[src/rtl/dbram_stream_reader.sv]
`default_nettype none
// +--------------------------------------------------------------------------+
// | dbram_stream_reader: streams LEN words from BASE_ADDR of the 2048x60     |
// | double-buffered BRAM (port A) onto a valid/ready stream, absorbing the   |
// | fixed RAM read latency with a credit-checked valid pipe and output FIFO. |
// | Optional m_last output: define DBRAM_READER_LAST_EN.                     |
// | Revision: 1.0                                                            |
// +--------------------------------------------------------------------------+
module dbram_stream_reader #(
  parameter int AWIDTH     = 11,
  parameter int DWIDTH     = 60,
  parameter int RD_LATENCY = 2,
  parameter int FIFO_DEPTH = 4
) (
  input  logic              clk,
  input  logic              reset,
  input  logic              start,
  input  logic [AWIDTH-1:0] base_addr,
  input  logic [AWIDTH:0]   len,
  output logic              busy,
  output logic              done,
  output logic [AWIDTH-1:0] ram_addr,
  output logic              ram_wren,
  input  logic [DWIDTH-1:0] ram_rdata,
  output logic              m_valid,
  input  logic              m_ready,
  output logic [DWIDTH-1:0] m_data
`ifdef DBRAM_READER_LAST_EN
  ,
  output logic              m_last
`endif
);

  localparam int c_PW = $clog2(FIFO_DEPTH);
  localparam int c_CW = c_PW + 2;
  localparam logic [c_CW-1:0]   c_DEPTH_W = c_CW'(FIFO_DEPTH);
  localparam logic [c_PW:0]     c_DEPTH_C = (c_PW+1)'(FIFO_DEPTH);
  localparam logic [c_PW:0]     c_CNT_ONE = (c_PW+1)'(1);
  localparam logic [AWIDTH:0]   c_LEN_ONE = (AWIDTH+1)'(1);
  localparam logic [AWIDTH-1:0] c_ADR_ONE = AWIDTH'(1);

  typedef enum logic [1:0] {
    S_IDLE  = 2'd0,
    S_ISSUE = 2'd1,
    S_DRAIN = 2'd2
  } state_t;

  state_t                r_state;
  logic [AWIDTH:0]       r_remaining;
  logic [RD_LATENCY-1:0] r_pipe_v;
  logic [DWIDTH-1:0]     r_mem [FIFO_DEPTH];
  logic [c_PW-1:0]       r_wr_ptr;
  logic [c_PW-1:0]       r_rd_ptr;
  logic [c_PW:0]         r_count;

  logic [c_CW-1:0]       w_inflight;
  logic [c_PW:0]         w_count_next;
  logic                  w_issue;
  logic                  w_push;
  logic                  w_pop;
  logic                  w_drained;

  assign ram_wren = 1'b0;
  assign m_data   = r_mem[r_rd_ptr];
  assign w_push   = r_pipe_v[RD_LATENCY-1];
  assign w_pop    = m_valid & m_ready;

  always_comb begin
    w_inflight = '0;
    for (int i = 0; i < RD_LATENCY; i++) begin
      w_inflight = w_inflight + c_CW'(r_pipe_v[i]);
    end
  end

  // Credit: every issued-but-unpopped word already owns a FIFO slot.
  assign w_issue = (r_state == S_ISSUE) && ((c_CW'(r_count) + w_inflight) < c_DEPTH_W);

  always_comb begin
    w_count_next = r_count;
    if (w_push && !w_pop) begin
      w_count_next = r_count + c_CNT_ONE;
    end else if (!w_push && w_pop) begin
      w_count_next = r_count - c_CNT_ONE;
    end
  end

  // FIFO empties at this edge, so done lands the cycle after the last handshake.
  assign w_drained = (r_pipe_v == '0) &&
                     ((r_count == '0) || ((r_count == c_CNT_ONE) && w_pop));

`ifdef DBRAM_READER_LAST_EN
  logic [RD_LATENCY-1:0] r_pipe_l;
  logic                  r_mem_l [FIFO_DEPTH];
  logic                  w_issue_last;

  assign w_issue_last = w_issue && (r_remaining == c_LEN_ONE);
  assign m_last       = r_mem_l[r_rd_ptr];

  always_ff @(posedge clk) begin
    if (reset) begin
      r_pipe_l <= '0;
      for (int i = 0; i < FIFO_DEPTH; i++) begin
        r_mem_l[i] <= 1'b0;
      end
    end else begin
      r_pipe_l[0] <= w_issue_last;
      for (int i = 1; i < RD_LATENCY; i++) begin
        r_pipe_l[i] <= r_pipe_l[i-1];
      end
      if (w_push) begin
        r_mem_l[r_wr_ptr] <= r_pipe_l[RD_LATENCY-1];
      end
    end
  end
`endif

  always_ff @(posedge clk) begin
    if (reset) begin
      r_state     <= S_IDLE;
      r_remaining <= '0;
      r_pipe_v    <= '0;
      r_wr_ptr    <= '0;
      r_rd_ptr    <= '0;
      r_count     <= '0;
      busy        <= 1'b0;
      done        <= 1'b0;
      ram_addr    <= '0;
      m_valid     <= 1'b0;
      for (int i = 0; i < FIFO_DEPTH; i++) begin
        r_mem[i] <= '0;
      end
    end else begin
      done <= 1'b0;
      case (r_state)
        S_IDLE: begin
          if (start) begin
            ram_addr    <= base_addr;
            r_remaining <= len;
            if (len == '0) begin
              done <= 1'b1;
            end else begin
              r_state <= S_ISSUE;
              busy    <= 1'b1;
            end
          end
        end
        S_ISSUE: begin
          if (w_issue) begin
            ram_addr    <= ram_addr + c_ADR_ONE;
            r_remaining <= r_remaining - c_LEN_ONE;
            if (r_remaining == c_LEN_ONE) begin
              r_state <= S_DRAIN;
            end
          end
        end
        S_DRAIN: begin
          if (w_drained) begin
            done    <= 1'b1;
            busy    <= 1'b0;
            r_state <= S_IDLE;
          end
        end
        default: r_state <= S_IDLE;
      endcase

      r_pipe_v[0] <= w_issue;
      for (int i = 1; i < RD_LATENCY; i++) begin
        r_pipe_v[i] <= r_pipe_v[i-1];
      end

      assert (!(w_push && !w_pop && (r_count == c_DEPTH_C)));
      if (w_push) begin
        r_mem[r_wr_ptr] <= ram_rdata;
        r_wr_ptr        <= r_wr_ptr + 1'b1;
      end
      if (w_pop) begin
        r_rd_ptr <= r_rd_ptr + 1'b1;
      end
      r_count <= w_count_next;
      m_valid <= (w_count_next != '0);
    end
  end

endmodule
`default_nettype wire
[config.mk]
export PLATFORM = sky130hd
export DESIGN_NAME = dbram_stream_reader
export DESIGN_NICKNAME = d
export VERILOG_FILES = /design/src/rtl/dbram_stream_reader.sv
export SDC_FILE = /design/constraint.sdc
export NUM_CORES = 1
export LEC_CHECK = 0
export ABC_AREA = 1
export BUFFER_PORTS_ARGS = -buffer_cell sky130_fd_sc_hd__buf_2
export CORE_MARGIN = 5
export CORE_UTILIZATION = 40
export CTS_CLUSTER_DIAMETER = 30
export DETAILED_ROUTE_END_ITERATION = 10
export SYNTH_ARGS = -nofsm -noshare
export SYNTH_HDL_FRONTEND = slang
export SYNTH_SLANG_ARGS = --single-unit
[constraint.sdc]
create_clock -name clk -period 5.05 [get_ports clk]
set_input_delay 0.505 -clock clk [delete_from_list [all_inputs] [get_ports clk]]
set_output_delay 0.505 -clock clk [all_outputs]
set_load 0.05 [all_outputs]
==> qor.tcl, run 1 <==
set qor(globalRouteOverflowTotal) 0
set qor(sw_frac_of_total_pct) 29.8
set qor(grt_antenna_before_repair) 2
set qor(synth_cell_types) 34
set qor(hold_buffers) 0
set qor(skew_final_ns) 0.00866
set qor(vias) 10000
set qor(post_synthesis_cell_area_mm2) 0.0127
set qor(die-height_um) 188
set qor(leakagePower_nw) 6.62
set qor(path_clk_slew_ns) 0.05
set qor(netlist_instances) 1370
set qor(max_cap_viol_count) 0
set qor(internal-power_mw) 5.97
set qor(max-slew-margin-rel_pct) 30.5
set qor(wl_per_cell_um) 16.7
set qor(crit_family) {buffers and inverters}
set qor(timing.fmax_mhz) 280
set qor(dp_cells) 1871
set qor(synth-async-reset-ratio_pct) 0
set qor(drcViolationCount) 0
set qor(worst_setup_path_end_kind) {output pin}
set qor(synth-main-ff-cell) {sky130_fd_sc_hd__edfxtp_1}
set qor(row_count) 65
set qor(post_synth.cell_area_avg_um2) 9.30
set qor(timing.critical_path.slowest_stage_cell) {sky130_fd_sc_hd__clkinv_2}
set qor(clockPowerShare_pct) 50.2
set qor(timing.critical_path.cells) {clkinv_2, buf_4, o21ai_0, o22ai_1, buf_2}
set qor(worst-setup-path-type) {flip-flop to output pin}
set qor(synthesis.yosys.warnings) 0
set qor(wire_length_of_the_first_global_routing_pass_mm) 52.5
set qor(powerDensity_mw_per_mm2) 527
set qor(post_cts_resize_count) 0
set qor(critPathArrivalTime_ns) 3.07
set qor(startpoint_type) {flip-flop}
set qor(final-max-slew-violation-count) 0
set qor(cp_data_required_time_ns) 4.55
set qor(layout.cells.non_filler) 1986
set qor(grt_start_max_net_pins) 85
set qor(grtUsageTotal_pct) 18.2
set qor(coreArea_mm2) 0.0315
set qor(ys_seq_area_share_pct) 62.7
set qor(cts-htree-levels) 2
set qor(tightestPinTransition_ns) 1.04
set qor(floorplan.initialDensity_pct) 40.5
set qor(outcome) {completed}
set qor(instance_area_at_placement_mm2) 0.0139
set qor(port_buffers) 160
set qor(seq_power_share_pct) 32.0
set qor(ctsLongestPathBuffers) 3
set qor(synth_edf_count) 240
set qor(min_period_over_period_pct) 70.8
set qor(min_clock_period_post_route_ns) 3.58
set qor(power.switching_mw) 2.53
set qor(timing.final.setup_violations) 0
set qor(worst_skew_pair.late_latency_ns) 0.57
set qor(final_area_mm2) 0.0161
set qor(critical_path_peak_fanout) 61
set qor(dp_hpwl_mm) 18.6
set qor(fin_hold_ws_ns) 0.244
set qor(clock_tree_sinks) 279
set qor(globalplace.congestion) 0.838
set qor(share_comb_of_total_power_pct) 17.8
set qor(layout.core_utilization_pct) 51.3
set qor(clock_tree_from_tritoncts) {yes}
set qor(detail_route.iter0.violations) 606
set qor(layout_overhead_on_the_synthesized_area_pct) 26.6
set qor(die_w_um) 188
set qor(postRouteAntennaNets) 0
set qor(grt_setup_unrepaired) {false}
set qor(max_stage_delay_ns) 0.78
set qor(crit_buf_inv) 3
set qor(numCtsBuffers) 61
set qor(clock_tree.root_cell) {sky130_fd_sc_hd__clkbuf_16}
set qor(vias_per_instance) 5.05
set qor(post_route_cells_drive_above_1_share_pct) 23.0
set qor(synthesis.nets) 1465
set qor(postCtsSetupBuffers) 0
set qor(detail_route.first_pass.iterations) 5
set qor(timing_hold_violations_final) 0
set qor(fp.dieArea_mm2) 0.0355
set qor(hold_class) {primary input to flip-flop}
set qor(ir_drop_v) 0.000254
set qor(diodes) 0
set qor(design.portCount) 162
set qor(tns_ns) 0
set qor(finalNetCount) 1627
set qor(ys_seq_elements) 279
set qor(finalWirelength_mm) 33.1
set qor(grt_pass1_vias) 10200
==> synthesized netlist by cell type, types with 3 or more instances <==
master / count / area share, %
sky130_fd_sc_hd__nor2_1: 444 / 13
sky130_fd_sc_hd__edfxtp_1: 240 / 57
sky130_fd_sc_hd__o21ai_0: 138 / 5.4
sky130_fd_sc_hd__inv_1: 105 / 3.1
sky130_fd_sc_hd__nand2_1: 101 / 3.0
sky130_fd_sc_hd__inv_2: 66 / 1.9
sky130_fd_sc_hd__o22ai_1: 63 / 3.1
sky130_fd_sc_hd__clkbuf_1: 44 / 1.3
sky130_fd_sc_hd__dfxtp_1: 39 / 6.1
sky130_fd_sc_hd__nand3_1: 26 / 1.0
sky130_fd_sc_hd__buf_2: 25 / 0.98
sky130_fd_sc_hd__a21oi_1: 20 / 0.79
sky130_fd_sc_hd__o21ai_1: 16 / 0.63
sky130_fd_sc_hd__ha_1: 8 / 0.79
sky130_fd_sc_hd__nand4_1: 6 / 0.29
sky130_fd_sc_hd__buf_6: 3 / 0.27
sky130_fd_sc_hd__nor3_1: 3 / 0.12
==> registers in the layout (all words and copies together), names as in the netlist, named ones only <==
register     flops
done             1
r_wr_ptr         2
ram_addr        11
r_mem          240
m_valid          1
r_state          2
busy             1
r_pipe_v         2
r_rd_ptr         2
r_remaining     12
r_count          3
==> power groups by stage <==
stage / sequential, mW / clock (mW) / combinational (mW)
after CTS: 2.72 / 4.31 / 1.53
after floorplan: 2.79 / 0 / 1.10
after global placement: 2.76 / 0 / 1.51
after detailed placement: 2.76 / 0 / 1.52
after global routing: 2.74 / 4.46 / 1.64
final: 2.72 / 4.26 / 1.51
==> placed cells by master, fill, tap and decap left out, drive strengths merged <==
cell type  instances
nand3             26
mux2i              2
clkinv            21
edfxtp           240
ha                 8
nand4              6
a21boi             1
nor2             444
nor3               3
o21ai            154
nand2            104
dfxtp             39
buf              175
or2                2
clkbuf            67
clkinvlp          12
o22ai             63
o21bai             1
conb               1
bufinv            15
a21oi             23
xor2               2
a211oi             2
nand3b             1
inv              172
==> kinds of logic (layout without fill, tap and decap cells) <==
group                    count (synthesis)  in the layout  share of synthesized area, %
multiplexers                             2              2                         0.157
AO/OA/AOI/OAI                          244            244                          10.6
other                                    1              1                        0.0294
adder cells (fa/ha/maj)                  8              8                         0.786
AND/OR/NAND/NOR                        586            586                          17.8
XOR/XNOR                                 2              2                         0.138
buffers and inverters                  248            462                          7.79
flip-flops                             279            279                          62.7
==> layout make-up <==
type                       count  area (um^2)
clock buffer                  67         1550
clock inverter                48          709
fill                        2826        15300
inverter                     172          648
multi-input combinational    843         3810
sequential                   279         7990
tap                          402          503
timing repair buffer         175          913
==> routing by layer <==
metal | wire length [um] | vias to the layer above | track usage, % | part of all wire [%]
li1 | - | 4875 | - | -
met1 | 14200 | 4763 | 23.5 | 43
met2 | 16100 | 332 | 31.3 | 49
met3 | 2160 | 58 | 3.74 | 6.5
met4 | 632 | 4 | 4.82 | 1.9
met5 | 34 | - | 0 | 0.10
==> worst register-to-register path, stage by stage, from the launching register on <==
cell	delay, ns
sky130_fd_sc_hd__dfxtp_1	0.37
sky130_fd_sc_hd__inv_2	0.12
sky130_fd_sc_hd__nor2_1	0.09
sky130_fd_sc_hd__nand3_4	0.08
sky130_fd_sc_hd__buf_4	0.64
sky130_fd_sc_hd__nand2_4	0.73
==> path summary, 6_finish.rpt <==
kind	from	end	slack, ns	cells after the start
max	flip-flop	m_data[9]	1.47	5
min	start	done	0.24	3
max reg2reg	r_pipe_v[1]	r_mem[0][2]	2.50	5
min reg2reg	r_pipe_v[0]	r_pipe_v[1]	0.44	2
==> through the flow <==
step | power (mW) | worst slack [ns]
after floorplan | 3.89 | 1.24
after global placement | 4.27 | 2.03
after detailed placement | 4.28 | 1.98
after CTS | 8.56 | 1.48
after global routing | 8.83 | 1.21
final | 8.49 | 1.47
(Power assumes the default switching activity.)
==> run 2, diff against run 1 <==
- clock period: 5.05 -> 3.5 ns (I/O delays scaled with it)
==> run 2 against run 1 <==
Register-to-register slack got worse by 1.2 ns. Clock skew rose by 0.0050 ns. Sequential power up 44%. Via count shrank 1.3%. Routed wire length fell by 1.5%. Critical path depth is 1 lower. Hold slack lost 0.16 ns. First-iteration DRC count up 20%. Non-clock buffer count rose by 3.
==> qor.tcl, run 2 (same netlist as run 1, synthesis figures left out) <==
set qor(skew_final_ns) 0.0136
set qor(registers.top_by_ff_count) {r_mem}
set qor(grtUsageTotal_pct) 18.1
set qor(row_count) 65
set qor(post_route_cells_drive_above_1_share_pct) 21.8
set qor(layout_overhead_on_the_synthesized_area_pct) 25.1
set qor(grt_antenna_before_repair) 2
set qor(globalplace.congestion) 0.821
set qor(wire_length_of_the_first_global_routing_pass_mm) 51.9
set qor(vias_per_instance) 4.99
set qor(startpoint_type) {flip-flop}
set qor(timing.fmax_mhz) 355
set qor(hold_buffers) 0
set qor(leakagePower_nw) 6.55
set qor(finalWirelength_mm) 32.6
set qor(numCtsBuffers) 61
set qor(cp_data_required_time_ns) 3.15
set qor(powerDensity_mw_per_mm2) 726
set qor(worst_setup_path_end_kind) {output pin}
set qor(fin_ws_ns) 0.684
set qor(critical_path_peak_fanout) 72
set qor(timing.critical_path.cells) {buf_12, o21ai_0, o22ai_1, buf_2}
set qor(post_cts_resize_count) 0
set qor(worst_hold_startpoint) {start}
set qor(detail_route.first_pass.iterations) 5
set qor(wl_per_cell_um) 16.4
set qor(crit_buf_inv) 2
set qor(outcome) {completed}
set qor(hold_class) {primary input to flip-flop}
set qor(largest_registers) {r_mem x240, r_remaining x12, ram_addr x11}
set qor(port_buffers) 160
set qor(drcViolationCount) 0
set qor(timing_hold_violations_final) 0
set qor(mostFrequentLayoutCell) {sky130_fd_sc_hd__nor2_1}
set qor(path_clk_slew_ns) 0.05
set qor(dp_hpwl_mm) 18.1
set qor(cts-htree-levels) 2
set qor(ir_drop_v) 0.000368
set qor(crit_family) {flip-flops}
set qor(clock_tree_from_tritoncts) {yes}
set qor(min_clock_period_post_route_ns) 2.82
set qor(finalNetCount) 1630
set qor(fp.dieArea_mm2) 0.0355
set qor(die_w_um) 188
set qor(design.portCount) 162
set qor(largest_register_ff_count) 240
set qor(clock_tree_sinks) 279
set qor(die-height_um) 188
set qor(min_period_over_period_pct) 80.5
set qor(tns_ns) 0
set qor(final-max-slew-violation-count) 0
set qor(worst_skew_pair.late_latency_ns) 0.56
set qor(grt_setup_unrepaired) {false}
set qor(postCtsSetupBuffers) 0
set qor(max_cap_viol_count) 0
set qor(crit-reg2reg-launch) {r_pipe_v[1]}
set qor(max-slew-margin-rel_pct) 34.0
set qor(grt_pass1_vias) 10100
set qor(postRouteAntennaNets) 0
set qor(grt_start_max_net_pins) 83
set qor(dp_slack_ns) 1.13
set qor(floorplan.initialDensity_pct) 40.5
set qor(vias) 9902
set qor(coreArea_mm2) 0.0315
set qor(layout_common_cells) {444 x sky130_fd_sc_hd__nor2_1, 240 x sky130_fd_sc_hd__edfxtp_1, 160 x sky130_fd_sc_hd__buf_2}
set qor(clock_tree.root_cell) {sky130_fd_sc_hd__clkbuf_16}
set qor(timing.critical_path.slowest_stage_cell) {sky130_fd_sc_hd__dfxtp_4}
set qor(max_stage_delay_ns) 0.71
set qor(critPathArrivalTime_ns) 2.47
set qor(globalRouteOverflowTotal) 0
set qor(ctsLongestPathBuffers) 3
set qor(tightestPinTransition_ns) 0.990
set qor(diodes) 0
set qor(detail_route.iter0.violations) 729
set qor(worst-setup-path-type) {flip-flop to output pin}
set qor(timing.final.setup_violations) 0
run 2: final timing paths:
check / cells after the start / end / slack, ns
min reg2reg: 2 / r_pipe_v[1] / 0.45
max: 4 / m_data[10] / 0.68
max reg2reg: 3 / r_mem[1][32] / 1.31
min: 3 / done / 0.09
run 2: report_power, final:
group | internal, mW | total, mW | leakage, nW | switching [mW]
logic | 0.529 | 2.20 | 2.80 | 1.67
registers | 3.80 | 3.93 | 2.80 | 0.132
clock network | 3.75 | 5.43 | 0.953 | 1.69
total | 8.08 | 11.6 | 6.55 | 3.49
run 2: area by class of cell:
class,count,area (um^2)
inverters,172,647
repair buffers,178,1010
clock inverters,31,332
well taps,402,503
flip-flops and latches,279,7990
fillers,2882,15500
multi-input cells,843,3810
clock buffers,81,1640
run 2: worst min-delay path: stages:
cell                       delay (ns)
sky130_fd_sc_hd__buf_2           0.10
sky130_fd_sc_hd__nand3_1         0.08
sky130_fd_sc_hd__a211oi_1        0.06
run 2: metal layers:
| metal | share of wire (%) | up-vias | global-route usage [%] |
|---|---|---|---|
| met4 | 1.7 | 4 | 4.65 |
| met3 | 5.9 | 51 | 3.93 |
| li1 | - | 4870 | - |
| met1 | 43 | 4724 | 22.9 |
| met5 | 0.064 | - | 0 |
| met2 | 49 | 253 | 31.6 |
run 2: metrics by stage:
step	hold WS, ns	cell area (um^2)	total power [mW]	util [%]	cells
detailed placement	0.444	14000	6.20	44.4	1874
floorplan	0.421	12700	5.61	-	1370
CTS	0.0685	15900	11.7	50.6	1986
global route	0.0911	15900	12.1	50.6	1986
global placement	0.440	14000	6.19	44.4	1874
finish	0.0889	15900	11.6	50.6	1986
==> run 3, diff against run 2 <==
- clock period: 3.5 -> 2.3 ns (I/O delays scaled with it)
==> run 3 against run 2 <==
Clock skew down 0.0011 ns. Flip-flop and latch count unchanged. Register-to-register slack got worse by 0.90 ns. Core utilization increased by 2.1 points. Combinational power up 67%. Worst setup slack worse by 0.61 ns. Critical path depth is 1 higher. Sequential power rose by 51%. Largest power group unchanged. Routed wire length increased by 4.2%. Hold slack worse by 0.072 ns. First-iteration DRC count decreased by 1.6%. Die area is the same.
==> qor.tcl, run 3 (same netlist as run 1, synthesis figures left out) <==
set qor(outcome) {completed}
set qor(fillerInstances) 2746
set qor(max_cap_viol_count) 0
set qor(cp_data_required_time_ns) 2.07
set qor(wire_length_of_the_first_global_routing_pass_mm) 53.4
set qor(die_w_um) 188
set qor(critical_path_peak_fanout) 14
set qor(grtUsageTotal_pct) 18.5
set qor(postRouteAntennaNets) 0
set qor(dp_hpwl_mm) 19.6
set qor(largest_registers) {r_mem x240, r_remaining x12, ram_addr x11}
set qor(row_count) 65
set qor(max-slew-margin-rel_pct) 61.8
set qor(post_route_cells_drive_above_1_share_pct) 23.0
set qor(cts-htree-levels) 2
set qor(coreArea_mm2) 0.0315
set qor(floorplan.initialDensity_pct) 40.5
set qor(timing_hold_violations_final) 0
set qor(final_area_mm2) 0.0166
set qor(design.portCount) 162
set qor(post-layout-total-power_mw) 17.7
set qor(grt_setup_unrepaired) {true}
set qor(clock_tree_from_tritoncts) {yes}
set qor(fp.dieArea_mm2) 0.0355
set qor(final-max-slew-violation-count) 0
set qor(worst_skew_pair.late_latency_ns) 0.55
set qor(min_clock_period_post_route_ns) 2.23
set qor(vias) 10200
set qor(vias_per_instance) 4.99
set qor(grt_antenna_before_repair) 1
set qor(min_period_over_period_pct) 96.8
set qor(numCtsBuffers) 59
set qor(ctsLongestPathBuffers) 3
set qor(grt_pass1_vias) 10300
set qor(mostFrequentLayoutCell) {sky130_fd_sc_hd__nor2_1}
set qor(tightestPinTransition_ns) 0.574
set qor(met3WireLength_mm) 2.14
set qor(largest_register_ff_count) 240
set qor(hold_class) {primary input to flip-flop}
set qor(worst_hold_startpoint) {ram_rdata[27]}
set qor(timing.fmax_mhz) 449
set qor(metal_1_wl_mm) 14.8
set qor(wl_met2_mm) 16.5
set qor(critPathArrivalTime_ns) 2.00
set qor(multi_input_combinational_cell_area_mm2) 0.00383
set qor(route.top_layer_used) {met4}
set qor(postCtsSetupBuffers) 0
set qor(wl_per_cell_um) 16.7
set qor(crit-reg2reg-launch) {r_count[0]}
set qor(worst-setup-path-type) {flip-flop to output pin}
set qor(finalNetCount) 1682
set qor(drcViolationCount) 0
set qor(powerDensity_mw_per_mm2) 1060
set qor(clock_tree_sinks) 279
set qor(startpoint_type) {flip-flop}
set qor(path_clk_slew_ns) 0.04
set qor(registers.top_by_ff_count) {r_mem}
set qor(instance_area_at_placement_mm2) 0.0141
set qor(finalWirelength_mm) 34.0
set qor(grt_start_max_net_pins) 83
set qor(ir_drop_v) 0.000607
set qor(worst_setup_path_end_kind) {output pin}
set qor(clock_tree.root_cell) {sky130_fd_sc_hd__clkbuf_16}
set qor(die-height_um) 188
set qor(detail_route.iter0.violations) 717
set qor(port_buffers) 160
set qor(sequential_cell_area_mm2) 0.00799
set qor(globalplace.congestion) 0.835
set qor(detail_route.first_pass.iterations) 5
set qor(layout_overhead_on_the_synthesized_area_pct) 30.3
set qor(leakagePower_nw) 6.85
set qor(skew_final_ns) 0.0125
set qor(fin_hold_ws_ns) 0.0167
set qor(globalRouteOverflowTotal) 0
set qor(layout_common_cells) {444 x sky130_fd_sc_hd__nor2_1, 240 x sky130_fd_sc_hd__edfxtp_1, 144 x sky130_fd_sc_hd__buf_2}
set qor(timing.final.setup_violations) 0
[run 3: metal layers]
metal,track usage [%],vias to the layer above
met4,5.63,0
met5,0,-
li1,-,4999
met1,24.2,4779
met2,31.3,353
met3,3.65,47
[run 3: layout make-up]
cell class,instances,area share (%)
diodes,1,0.0151
clock buffers,69,9.38
clock inverters,41,2.27
inverters,172,3.92
multi-input cells,843,23.1
flip-flops and latches,279,48.2
well taps,402,3.03
repair buffers,232,10.2
[run 3: path summary, 6_finish.rpt]
kind	end	slack [ns]	cells past startpoint
worst min-delay path	r_mem[0][27]	0.02	3
worst min register to register	r_pipe_v[1]	0.44	2
worst max-delay path	m_data[22]	0.07	5
worst max register to register	ram_addr[8]	0.41	10
[run 3: repair_timing]
item / in CTS / in global routing
hold endpoints to repair: 41 / 0
gates resized for setup: 9 / 23
endpoints found under the setup margin: 9 / 24
cloned: 0 / 2
hold buffers: 40 / 0
[run 3: critical path, cell delays in order (launching register included)]
cell                       delay (ns)
sky130_fd_sc_hd__dfxtp_2         0.33
sky130_fd_sc_hd__inv_2           0.20
sky130_fd_sc_hd__buf_4           0.27
sky130_fd_sc_hd__o21ai_0         0.13
sky130_fd_sc_hd__o22ai_1         0.22
sky130_fd_sc_hd__clkbuf_4        0.29
[run 3: stage by stage]
| stage | worst slack, ns | setup TNS (ns) | util [%] | std cells |
|---|---|---|---|---|
| finish | 0.0743 | 0 | 52.7 | 2039 |
| global route | -0.00391 | -0.00391 | 52.7 | 2039 |
| CTS | 0.00228 | 0 | 52.3 | 2036 |
| detailed placement | 0.445 | 0 | 44.8 | 1886 |
| global placement | 0.466 | 0 | 44.8 | 1886 |
| floorplan | -0.398 | -58.91 | - | 1370 |
[run 3: power breakdown]
| group | switching (mW) | internal (mW) | total [mW] |
|---|---|---|---|
| clock network | 2.67 | 5.38 | 8.05 |
| logic | 2.68 | 0.994 | 3.67 |
| registers | 0.162 | 5.78 | 5.94 |
